===== config.mk =====
export PLATFORM = sky130hd
export DESIGN_NAME = axi_chan_fifo
export DESIGN_NICKNAME = d
export VERILOG_FILES = /design/src/rtl/axi_chan_fifo_pkg.sv /design/src/rtl/dual_ram.sv /design/src/rtl/axi_chan_fifo.sv
export SDC_FILE = /design/constraint.sdc
export NUM_CORES = 1
export LEC_CHECK = 0
export CORE_ASPECT_RATIO = 1.2
export CORE_MARGIN = 2
export CORE_UTILIZATION = 50
export CTS_CLUSTER_DIAMETER = 80
export CTS_CLUSTER_SIZE = 16
export DETAILED_ROUTE_END_ITERATION = 8
export PLACE_DENSITY = 0.69
export SETUP_SLACK_MARGIN = 0.3
export SLEW_MARGIN = 0
export SYNTH_ARGS = -nofsm -noshare
export SYNTH_HDL_FRONTEND = slang
export SYNTH_HIERARCHICAL = 1
export SYNTH_SLANG_ARGS = --single-unit

===== constraint.sdc =====
create_clock -name clk -period 2.8 [get_ports clk]
set_clock_uncertainty 0.05 [all_clocks]
set_input_delay 0.42 -clock clk [delete_from_list [all_inputs] [get_ports clk]]
set_output_delay 0.42 -clock clk [all_outputs]
set_load 0.01 [all_outputs]

===== src/rtl/axi_chan_fifo_pkg.sv =====
// rtl/axi_chan_fifo_pkg.sv - shared types and default sizing for the channel FIFO
package axi_chan_fifo_pkg;

  localparam int unsigned DEF_DATA_WIDTH   = 16;
  localparam int unsigned DEF_ADDR_SIZE    = 4;
  localparam int unsigned DEF_AFULL_THRESH = 12;

  typedef enum logic {
    OUT_IDLE  = 1'b0,
    OUT_VALID = 1'b1
  } out_state_e;

endpackage


===== src/rtl/dual_ram.sv =====
// rtl/dual_ram.sv - plain storage array: clocked write port, asynchronous read port
module dual_ram #(
  parameter int unsigned DATA_WIDTH = 16,
  parameter int unsigned ADDR_SIZE  = 4
) (
  input  logic                  wr_clk,
  input  logic                  wr_rstn,
  input  logic                  wr_en,
  input  logic [ADDR_SIZE-1:0]  wr_addr,
  input  logic [DATA_WIDTH-1:0] wr_data,
  input  logic                  full,
  input  logic [ADDR_SIZE-1:0]  rd_addr,
  output logic [DATA_WIDTH-1:0] rd_data
);

  localparam int unsigned DEPTH = 1 << ADDR_SIZE;

  logic [DATA_WIDTH-1:0] mem [DEPTH];

  // Writes are also blocked while held in reset so a stray wr_en cannot corrupt storage.
  always_ff @(posedge wr_clk) begin
    if (wr_rstn && wr_en && !full) begin
      mem[wr_addr] <= wr_data;
    end
  end

  assign rd_data = mem[rd_addr];

endmodule


===== src/rtl/axi_chan_fifo.sv =====
// rtl/axi_chan_fifo.sv - valid/ready channel buffer: RAM-backed queue with a registered output beat
module axi_chan_fifo
  import axi_chan_fifo_pkg::*;
#(
  parameter int unsigned DATA_WIDTH   = DEF_DATA_WIDTH,
  parameter int unsigned ADDR_SIZE    = DEF_ADDR_SIZE,
  parameter int unsigned AFULL_THRESH = DEF_AFULL_THRESH
) (
  input  logic                  clk,
  input  logic                  rstn,
  input  logic                  s_valid,
  output logic                  s_ready,
  input  logic [DATA_WIDTH-1:0] s_data,
  output logic                  m_valid,
  input  logic                  m_ready,
  output logic [DATA_WIDTH-1:0] m_data,
  output logic [ADDR_SIZE:0]    count,
  output logic                  full,
  output logic                  empty,
  output logic                  almost_full
);

  logic [ADDR_SIZE:0]    wr_ptr_q, wr_ptr_d;
  logic [ADDR_SIZE:0]    rd_ptr_q, rd_ptr_d;
  logic [DATA_WIDTH-1:0] m_data_q, m_data_d;
  logic                  s_ready_q, s_ready_d;
  out_state_e            state_q, state_d;

  logic                  wr_en;
  logic                  rd_en;
  logic                  full_next;
  logic [DATA_WIDTH-1:0] rd_data;

  assign empty = (wr_ptr_q == rd_ptr_q);
  assign full  = (wr_ptr_q[ADDR_SIZE] != rd_ptr_q[ADDR_SIZE]) &&
                 (wr_ptr_q[ADDR_SIZE-1:0] == rd_ptr_q[ADDR_SIZE-1:0]);

  assign wr_en = s_valid && s_ready_q;
  // The output register takes a new word whenever it is free or being drained this cycle.
  assign rd_en = !empty && ((state_q == OUT_IDLE) || m_ready);

  always_comb begin
    wr_ptr_d  = wr_ptr_q + {{ADDR_SIZE{1'b0}}, wr_en};
    rd_ptr_d  = rd_ptr_q + {{ADDR_SIZE{1'b0}}, rd_en};
    m_data_d  = m_data_q;
    state_d   = state_q;
    if (rd_en) begin
      m_data_d = rd_data;
      state_d  = OUT_VALID;
    end else if ((state_q == OUT_VALID) && m_ready) begin
      state_d  = OUT_IDLE;
    end
    full_next = (wr_ptr_d[ADDR_SIZE] != rd_ptr_d[ADDR_SIZE]) &&
                (wr_ptr_d[ADDR_SIZE-1:0] == rd_ptr_d[ADDR_SIZE-1:0]);
    s_ready_d = !full_next;
  end

  always_ff @(posedge clk or negedge rstn) begin
    if (!rstn) begin
      wr_ptr_q  <= '0;
      rd_ptr_q  <= '0;
      m_data_q  <= '0;
      s_ready_q <= 1'b0;
      state_q   <= OUT_IDLE;
    end else begin
      wr_ptr_q  <= wr_ptr_d;
      rd_ptr_q  <= rd_ptr_d;
      m_data_q  <= m_data_d;
      s_ready_q <= s_ready_d;
      state_q   <= state_d;
    end
  end

  assign s_ready     = s_ready_q;
  assign m_valid     = (state_q == OUT_VALID);
  assign m_data      = m_data_q;
  assign count       = (wr_ptr_q - rd_ptr_q) + {{ADDR_SIZE{1'b0}}, m_valid};
  assign almost_full = (32'(count) >= AFULL_THRESH);

  dual_ram #(
    .DATA_WIDTH (DATA_WIDTH),
    .ADDR_SIZE  (ADDR_SIZE)
  ) u_ram (
    .wr_clk  (clk),
    .wr_rstn (rstn),
    .wr_en   (wr_en),
    .wr_addr (wr_ptr_q[ADDR_SIZE-1:0]),
    .wr_data (s_data),
    .full    (full),
    .rd_addr (rd_ptr_q[ADDR_SIZE-1:0]),
    .rd_data (rd_data)
  );

endmodule


==> impl_metrics.env, run 1 <==
export IMPL_drt_pre_antenna_iters=4
export IMPL_peakVddDrop_mv=0.6220
export IMPL_cp_end_kind="primary output"
export IMPL_multi_input_area_sq_um=2836
export IMPL_antenna_found_initial=0
export IMPL_fin_hold_ws_ns=0.4577
export IMPL_synth_seq_cells=284
export IMPL_setup_violations=2
export IMPL_ys_seq_area_frac=0.7499
export IMPL_clock_sinks=284
export IMPL_design_area_sq_um=13180
export IMPL_finalMaxSlewViolations=0
export IMPL_max_stage_delay_ns=0.49
export IMPL_pin_count=46
export IMPL_ff_latch_area_sq_um=8396
export IMPL_nFillCells=1529
export IMPL_clock_latency_ns=0.50
export IMPL_period_needed_ns=3.108
export IMPL_finalWirelength_um=23700
export IMPL_layout_drive_gt1_share=0.3117
export IMPL_dpl_cell_area_sq_um=12370
export IMPL_critical_path_required_ns=2.33
export IMPL_nets=667
export IMPL_fmax_ghz=0.3218
export IMPL_synth_most_common_cell="edfxtp_1"
export IMPL_drt_initial_drc_count=444
export IMPL_root_buffer="clkbuf_16"
export IMPL_synth_cell_types=36
export IMPL_grt_start_max_net_pins=67
export IMPL_crit_path_max_fanout=4
export IMPL_numPortBuffers=45
export IMPL_cp_start_kind="flip-flop"
export IMPL_final_util=0.6031
export IMPL_hp_class="flip-flop to flip-flop"
export IMPL_maxCapViolCount=0
export IMPL_overflow=0
export IMPL_area_growth_syn_to_layout_pct=17.82
export IMPL_synth_edf_count=256
export IMPL_tightest_slew_ns=1.049
export IMPL_stdcell_count=922
export IMPL_h_tree_depth=1
export IMPL_period_share=1.110
export IMPL_hold_violations=0
export IMPL_avgSynthCellArea_sq_um=21.07
export IMPL_path_clk_slew_ns=0.07
export IMPL_outcome="finished, violations left"
export IMPL_die_w_um=140.5
export IMPL_syn_nets=564
export IMPL_synth_area_sq_um=11190
export IMPL_place_congestion=0.8076
export IMPL_synth_top_flop_cell="edfxtp_1"
export IMPL_avgRoutedWirePerCell_um=25.70
export IMPL_crit_path_frequent_cell="ha_4"
export IMPL_synth_largest_area_cell="edfxtp_1"
export IMPL_layout_setup_ws_ns=-0.3080
export IMPL_slowest_stage="dfrtp_4"
export IMPL_cts_buffer_depth=3
export IMPL_power_leakage_nw=4.430
export IMPL_grt_pass1_vias=5893
export IMPL_syn_inst=531
export IMPL_die_h_um=167.8
export IMPL_cp_arrival_ns=2.64
export IMPL_via_count=5611
export IMPL_avgViaCountPerCell=6.086
export IMPL_rows=59
export IMPL_max_slew_margin=0.3004
export IMPL_violations="setup timing"
export IMPL_synthTopCellsByArea="edfxtp_1 (69%), mux4_2 (11%), dfrtp_1 (6.3%)"
export IMPL_critPathKind="flip-flop to primary output"
export IMPL_start_util=0.5119
export IMPL_yosysTopAreaCellShare=0.6872
export IMPL_yosys_warnings=6
export IMPL_core_region_area_sq_um=21850
export IMPL_dp_cells=876
export IMPL_die_area_sq_um=23590
export IMPL_drc_errors=0
export IMPL_synth_common_cells="edfxtp_1 (256), mux4_2 (54), a22oi_1 (32)"
export IMPL_path_cells="ha_4 > inv_4 > ha_4 > inv_2 > fa_2 > nand2_2 > or4_4 > o311a_1 > nand3_1 > buf_2"
export IMPL_dpl_hpwl_um=13660
export IMPL_rsz0062_at_grt="true"
export IMPL_ys_async_sr_fraction=0.09859
export IMPL_grt_pass1_wl_um=35750
export IMPL_cts_tree="built"
export IMPL_track_usage=0.2043
export IMPL_drtAntennaViolNets=0
export IMPL_antenna_cells=0
export IMPL_pwr_density_cell_nw_per_um2=1050
export IMPL_cts_buffers=21
## repair_timing
action                                  in CTS  in global routing
cloned                                       0                  0
endpoints found under the setup margin     189                 45
hold endpoints to repair                    28                  0
buffers inserted                             7                  1
hold buffers                                 1                  0
pin swaps                                    7                  6
resized for setup                           47                 13
## state kept, by name, indices dropped and copies added, names as in the netlist
register / flops
wr_ptr_q: 5
rd_ptr_q: 5
m_data: 16
m_valid: 1
s_ready: 1
u_ram/mem: 256
## routing by layer
layer | track usage | up-vias | wire length (um)
li1 | - | 2386 | -
met1 | 0.2707 | 3010 | 9276
met2 | 0.3544 | 173 | 12390
met3 | 0.02844 | 42 | 1347
met4 | 0.06696 | 0 | 683
met5 | 0 | - | 0
## report_power, final
part	switching [mW]	internal [mW]	total, mW
combinational	2.89	2.93	5.81
clock	1.32	1.47	2.78
sequential	0.183	5.05	5.24
total	4.38	9.45	13.8
## cells by family after synthesis
group | share of synthesized area
AO/OA/AOI/OAI | 0.02707
XOR/XNOR | 0.01163
adder cells (fa/ha/maj) | 0.01521
buffers and inverters | 0.01633
flip-flops | 0.7499
multiplexers | 0.1513
AND/OR/NAND/NOR | 0.02852
## layout make-up
class / instances / area share
sequential: 284 / 0.6370
multi-input combinational: 212 / 0.2152
inverter: 13 / 0.003893
clock buffer: 37 / 0.04605
timing repair buffer: 102 / 0.07177
tap: 274 / 0.02601
## stage by stage
| stage | power (mW) | setup TNS (ns) | setup slack [ns] |
|---|---|---|---|
| after floorplan | 8.759 | 0 | 0.1649 |
| after global placement | 10.55 | -0.2452 | -0.1748 |
| after detailed placement | 10.76 | -0.5049 | -0.3318 |
| after CTS | 13.78 | -0.4436 | -0.3326 |
| after global routing | 14.51 | -0.6505 | -0.3917 |
| final | 13.83 | -0.4186 | -0.3080 |
## final timing paths
path                       cells past startpoint               endpoint  slack, ns                  start
max                                           10            almost_full      -0.31  rd_ptr_q[0]$_DFF_PN0_
min                                            1  m_data[3]$_DFFE_PN0P_       0.46  m_data[3]$_DFFE_PN0P_
max reg2reg                                   11      s_ready$_DFF_PN0_       0.34  rd_ptr_q[0]$_DFF_PN0_
min reg2reg                                    1  m_data[3]$_DFFE_PN0P_       0.46  m_data[3]$_DFFE_PN0P_
max in group asynchronous                      3  rd_ptr_q[0]$_DFF_PN0_       1.84                   rstn
min in group asynchronous                      3  m_data[0]$_DFFE_PN0P_       0.49                   rstn
## cells in the final DEF (no fill, tap or decap), drive strengths merged, types with 5 or more instances in the layout
master           n
edfxtp         256
mux4            64
buf             61
clkbuf          39
clkdlybuf4s50   36
a22oi           32
dfrtp           28
nand2           21
mux2            16
nor2            15
inv             13
ha              12
xor2             8
nand3            6
xnor2            6
nor3             5
nor2b            5
## worst max-delay path, delay by kind of cell (launching register included)
kind / cells / cell delay, ns
buffers and inverters: 3 / 0.22
AOI/OAI and AO/OA: 1 / 0.14
DFF: 1 / 0.49
adders and majority gates: 3 / 0.71
and+or+nand+nor: 3 / 0.59
(Power assumes the default switching activity.)
==> run 2: changes to the inputs <==
- GPL_ROUTABILITY_DRIVEN: unset -> 0
==> results of run 2 <==
No change in the layout: final DEF, timing and power equal those of run 1.
